## config.mk

```make
export PLATFORM = sky130hd
export DESIGN_NAME = downcounter_tens
export DESIGN_NICKNAME = d
export VERILOG_FILES = /design/src/rtl/downcounter_tens.sv
export SDC_FILE = /design/constraint.sdc
export NUM_CORES = 1
export LEC_CHECK = 0
export ABC_AREA = 1
export BUFFER_PORTS_ARGS = -buffer_cell sky130_fd_sc_hd__buf_2
export CAP_MARGIN = 20
export CORE_MARGIN = 5
export CORE_UTILIZATION = 45
export DETAILED_ROUTE_END_ITERATION = 7
export GPL_TIMING_DRIVEN = 1
export PLACE_DENSITY = 0.76
export SLEW_MARGIN = 40
export SYNTH_ARGS = -nofsm -noshare
export SYNTH_HDL_FRONTEND = slang
export SYNTH_SLANG_ARGS = --single-unit
```

## constraint.sdc

```tcl
create_clock -name clk -period 2.5 [get_ports clk]
set_input_delay 0.375 -clock clk [delete_from_list [all_inputs] [get_ports clk]]
set_output_delay 0.375 -clock clk [all_outputs]
set_load 0.02 [all_outputs]
```

## src/rtl/downcounter_tens.sv

```systemverilog
// downcounter_tens: two-digit BCD down counter with load, wrap to lim_val and borrow out.
// Optional BOUT_ONE_PULSE_EN: registered one-cycle bout pulse after each wrap instead of combinational bout.
module downcounter_tens (
  input  logic       clk,
  input  logic       rst,
  input  logic       decrease,
  input  logic       load,
  input  logic [7:0] init_val,
  input  logic [7:0] lim_val,
  output logic [7:0] cnt,
  output logic       bout,
  output logic       zero,
  output logic       running
);
  typedef enum logic {IDLE, RUN} state_t;
  state_t state, state_nxt;
  logic [7:0] cnt_nxt;
  function automatic logic [7:0] clamp(input logic [7:0] v);
    return {v[7:4] > 4'd9 ? 4'd9 : v[7:4], v[3:0] > 4'd9 ? 4'd9 : v[3:0]};
  endfunction
  assign zero = cnt == 8'h00;
  assign running = state == RUN;
  always_comb begin
    state_nxt = load ? RUN : state;
    cnt_nxt = cnt;
    if (load) cnt_nxt = clamp(init_val);
    else if (running && decrease)
      cnt_nxt = zero ? clamp(lim_val)
              : cnt[3:0] != 4'd0 ? {cnt[7:4], cnt[3:0] - 4'd1}
              : {cnt[7:4] - 4'd1, 4'd9};
  end
  always_ff @(posedge clk) begin
    if (!rst) begin
      state <= IDLE;
      cnt <= 8'h00;
    end else begin
      state <= state_nxt;
      cnt <= cnt_nxt;
    end
  end
`ifdef BOUT_ONE_PULSE_EN
  logic bout_q;
  always_ff @(posedge clk) bout_q <= rst && running && decrease && !load && zero;
  assign bout = bout_q;
`else
  assign bout = running && zero && decrease;
`endif
endmodule

```

==> results.sh <==
export IMPL_portBuffers=30
export IMPL_worstPathRequired_ps=2120
export IMPL_synth_top_area_share=0.2424
export IMPL_skew_ps=3.483
export IMPL_reg2reg_from="cnt[4]"
export IMPL_die_area_sq_um=2564
export IMPL_arrival_ps=1500
export IMPL_post_dp_cell_area_sq_um=905.9
export IMPL_postRouteAntennaNets=0
export IMPL_p_per_area_nw_per_um2=577.5
export IMPL_worstSetupStartpoint="cnt[4]"
export IMPL_remaining_drc_errors=0
export IMPL_clkSlewWorstSetupHoldPaths_ps=60
export IMPL_regToRegSetupSlack_ps=1130
export IMPL_r2r_cells=7
export IMPL_cts_buffer_depth=2
export IMPL_initialDrtViolationCount=20
export IMPL_grt_pass1_wl_um=3091
export IMPL_overflow=0
export IMPL_wl_per_cell_um=11.43
export IMPL_start_util=0.4821
export IMPL_die_w_um=50.64
export IMPL_core_sq_um=1541
export IMPL_synth_common_cells="nand2_1, inv_1, nand3_1"
export IMPL_ys_types=22
export IMPL_grt_use_total=0.1499
export IMPL_fin_area_sq_um=932.1
export IMPL_rr_endpoint="cnt[6]"
export IMPL_die_h_um=50.64
export IMPL_finalPower_mw=0.5383
export IMPL_slew_headroom=0.8124
export IMPL_first_pass_iters=4
export IMPL_tightest_slew_ps=278.4
export IMPL_worstSetupEndpointType="output port"
export IMPL_area_growth_syn_to_layout_pct=25.42
export IMPL_cts_hold_repair_buffers=0
export IMPL_gp_congestion=0.8242
export IMPL_synth_top_flop_cell="dfxtp_1"
export IMPL_cts_inserted_buffers=3
export IMPL_cts_tree="done"
export IMPL_route_vias_total=857
export IMPL_ys_warn_count=0
export IMPL_setup_viol=0
export IMPL_root_buffer="clkbuf_4"
export IMPL_synthTopCellsByArea="dfxtp_1, nand2_1, nand3_1, inv_1, o21ai_0"
export IMPL_fmax_mhz=532.2
export IMPL_routed_wl_um=1920
export IMPL_fin_tns_setup_ps=0
export IMPL_grt_max_degree=11
export IMPL_path_max_fanout=5
export IMPL_outcome="complete, no violations"
export IMPL_p_leak_nw=0.5088
export IMPL_antenna_cells=0
export IMPL_antenna_found_initial=0
export IMPL_place_hpwl_um=1579
export IMPL_syn_inst=119
export IMPL_syn_nets=140
export IMPL_peakVddDrop_v=0.0003235
export IMPL_hp_class="primary input to register"
export IMPL_syn_avg_cell_area_sq_um=6.245
export IMPL_synth_seq_cells=9
export IMPL_viasPerCell=5.101
export IMPL_clock_latency_ps=260
export IMPL_rsz0062_at_grt="no"
export IMPL_hold_violations=0
export IMPL_post_cts_resized=0
export IMPL_synth_most_common_cell="nand2_1"
export IMPL_yosys_area_top_type="dfxtp_1"
export IMPL_critPathLaunchType="register"
export IMPL_ys_seq_area_frac=0.2424
export IMPL_synth_edff_count=0
export IMPL_dp_slack_ps=911.2
export IMPL_io_pins=31
export IMPL_endpoint="bout"
export IMPL_layout_drive_gt1_share=0.3289
export IMPL_clock_sinks=9
export IMPL_maxCapViolCount=0
export IMPL_async_flop_share=0
export IMPL_path_class="register to output port"
export IMPL_synth_area_sq_um=743.2
export IMPL_finalWorstSetupSlack_ps=620.9
export IMPL_rows=14
export IMPL_nets=174
export IMPL_final_core_util=0.6047
export IMPL_finalMaxSlewViolations=0
export IMPL_timing_final_crit_share=0.7516
export IMPL_htreeDepth=1
export IMPL_period_needed_ps=1879
export IMPL_post_cts_buffers=0
export IMPL_grt_pass1_vias=759
[worst min-delay path by stage]
stage,from,end,slack (ps),cells past startpoint
after global placement,cnt[4],cnt[4],470,2
after detailed placement,cnt[4],cnt[4],480,2
after global routing,rst,cnt[3],410,3
final,rst,cnt[5],400,3
after CTS,rst,cnt[5],410,3
after floorplan,rst,cnt[3],510,2
[report_power, final]
group	internal, mW	switching [mW]
Sequential	0.159	0.0178
Combinational	0.0915	0.156
Clock	0.0616	0.0527
[flip-flops by register name (all words and copies together) (netlist names)]
name and count:
cnt 8, running 1
[area by class of cell]
class,count,area [sq um]
clock buffer,4,26.28
fill,162,609.3
inverter,20,77.57
multi-input combinational,89,478.0
sequential,9,180.2
tap,16,20.02
timing repair buffer,30,150.1
[critical path: stages, from the launching register on]
cell     delay [ps]
dfxtp_1         320
inv_1           110
ha_1            280
nand2_4         110
inv_2            90
nand2_1          90
nor2_1           90
buf_2           160
[logic make-up after synthesis]
family	Yosys count	synth area share
flops	9	0.2424
fa+ha+maj	1	0.01683
xor+xnor	1	0.01179
simple gates	60	0.3973
compound gates	27	0.2172
buf+inv	21	0.1145
[placed cells by master, fill, tap and decap left out, types with 3 or more instances in the layout]
| master | count |
|---|---|
| o21ai_0 | 10 |
| nand3_1 | 13 |
| nand2_1 | 29 |
| a21oi_2 | 5 |
| clkbuf_4 | 3 |
| inv_1 | 17 |
| buf_2 | 30 |
| nor2_1 | 8 |
| nand2_2 | 3 |
| a21oi_1 | 8 |
| dfxtp_1 | 9 |
[per-layer routing]
metal,share of wire,global-route usage,wire [um]
met1,0.44,0.1898,842
met2,0.47,0.2417,904
met3,0.083,0.03254,159
met4,0.0068,0.06383,13
met5,0,0,0
[stage by stage]
| step | instances | hold WS, ps |
|---|---|---|
| after CTS | 168 | 406.4 |
| after detailed placement | 164 | 481.6 |
| after global routing | 168 | 409.1 |
| after global placement | 164 | 467.0 |
| after floorplan | 119 | 513.4 |
| final | 168 | 404.3 |
(Power assumes the default switching activity.)
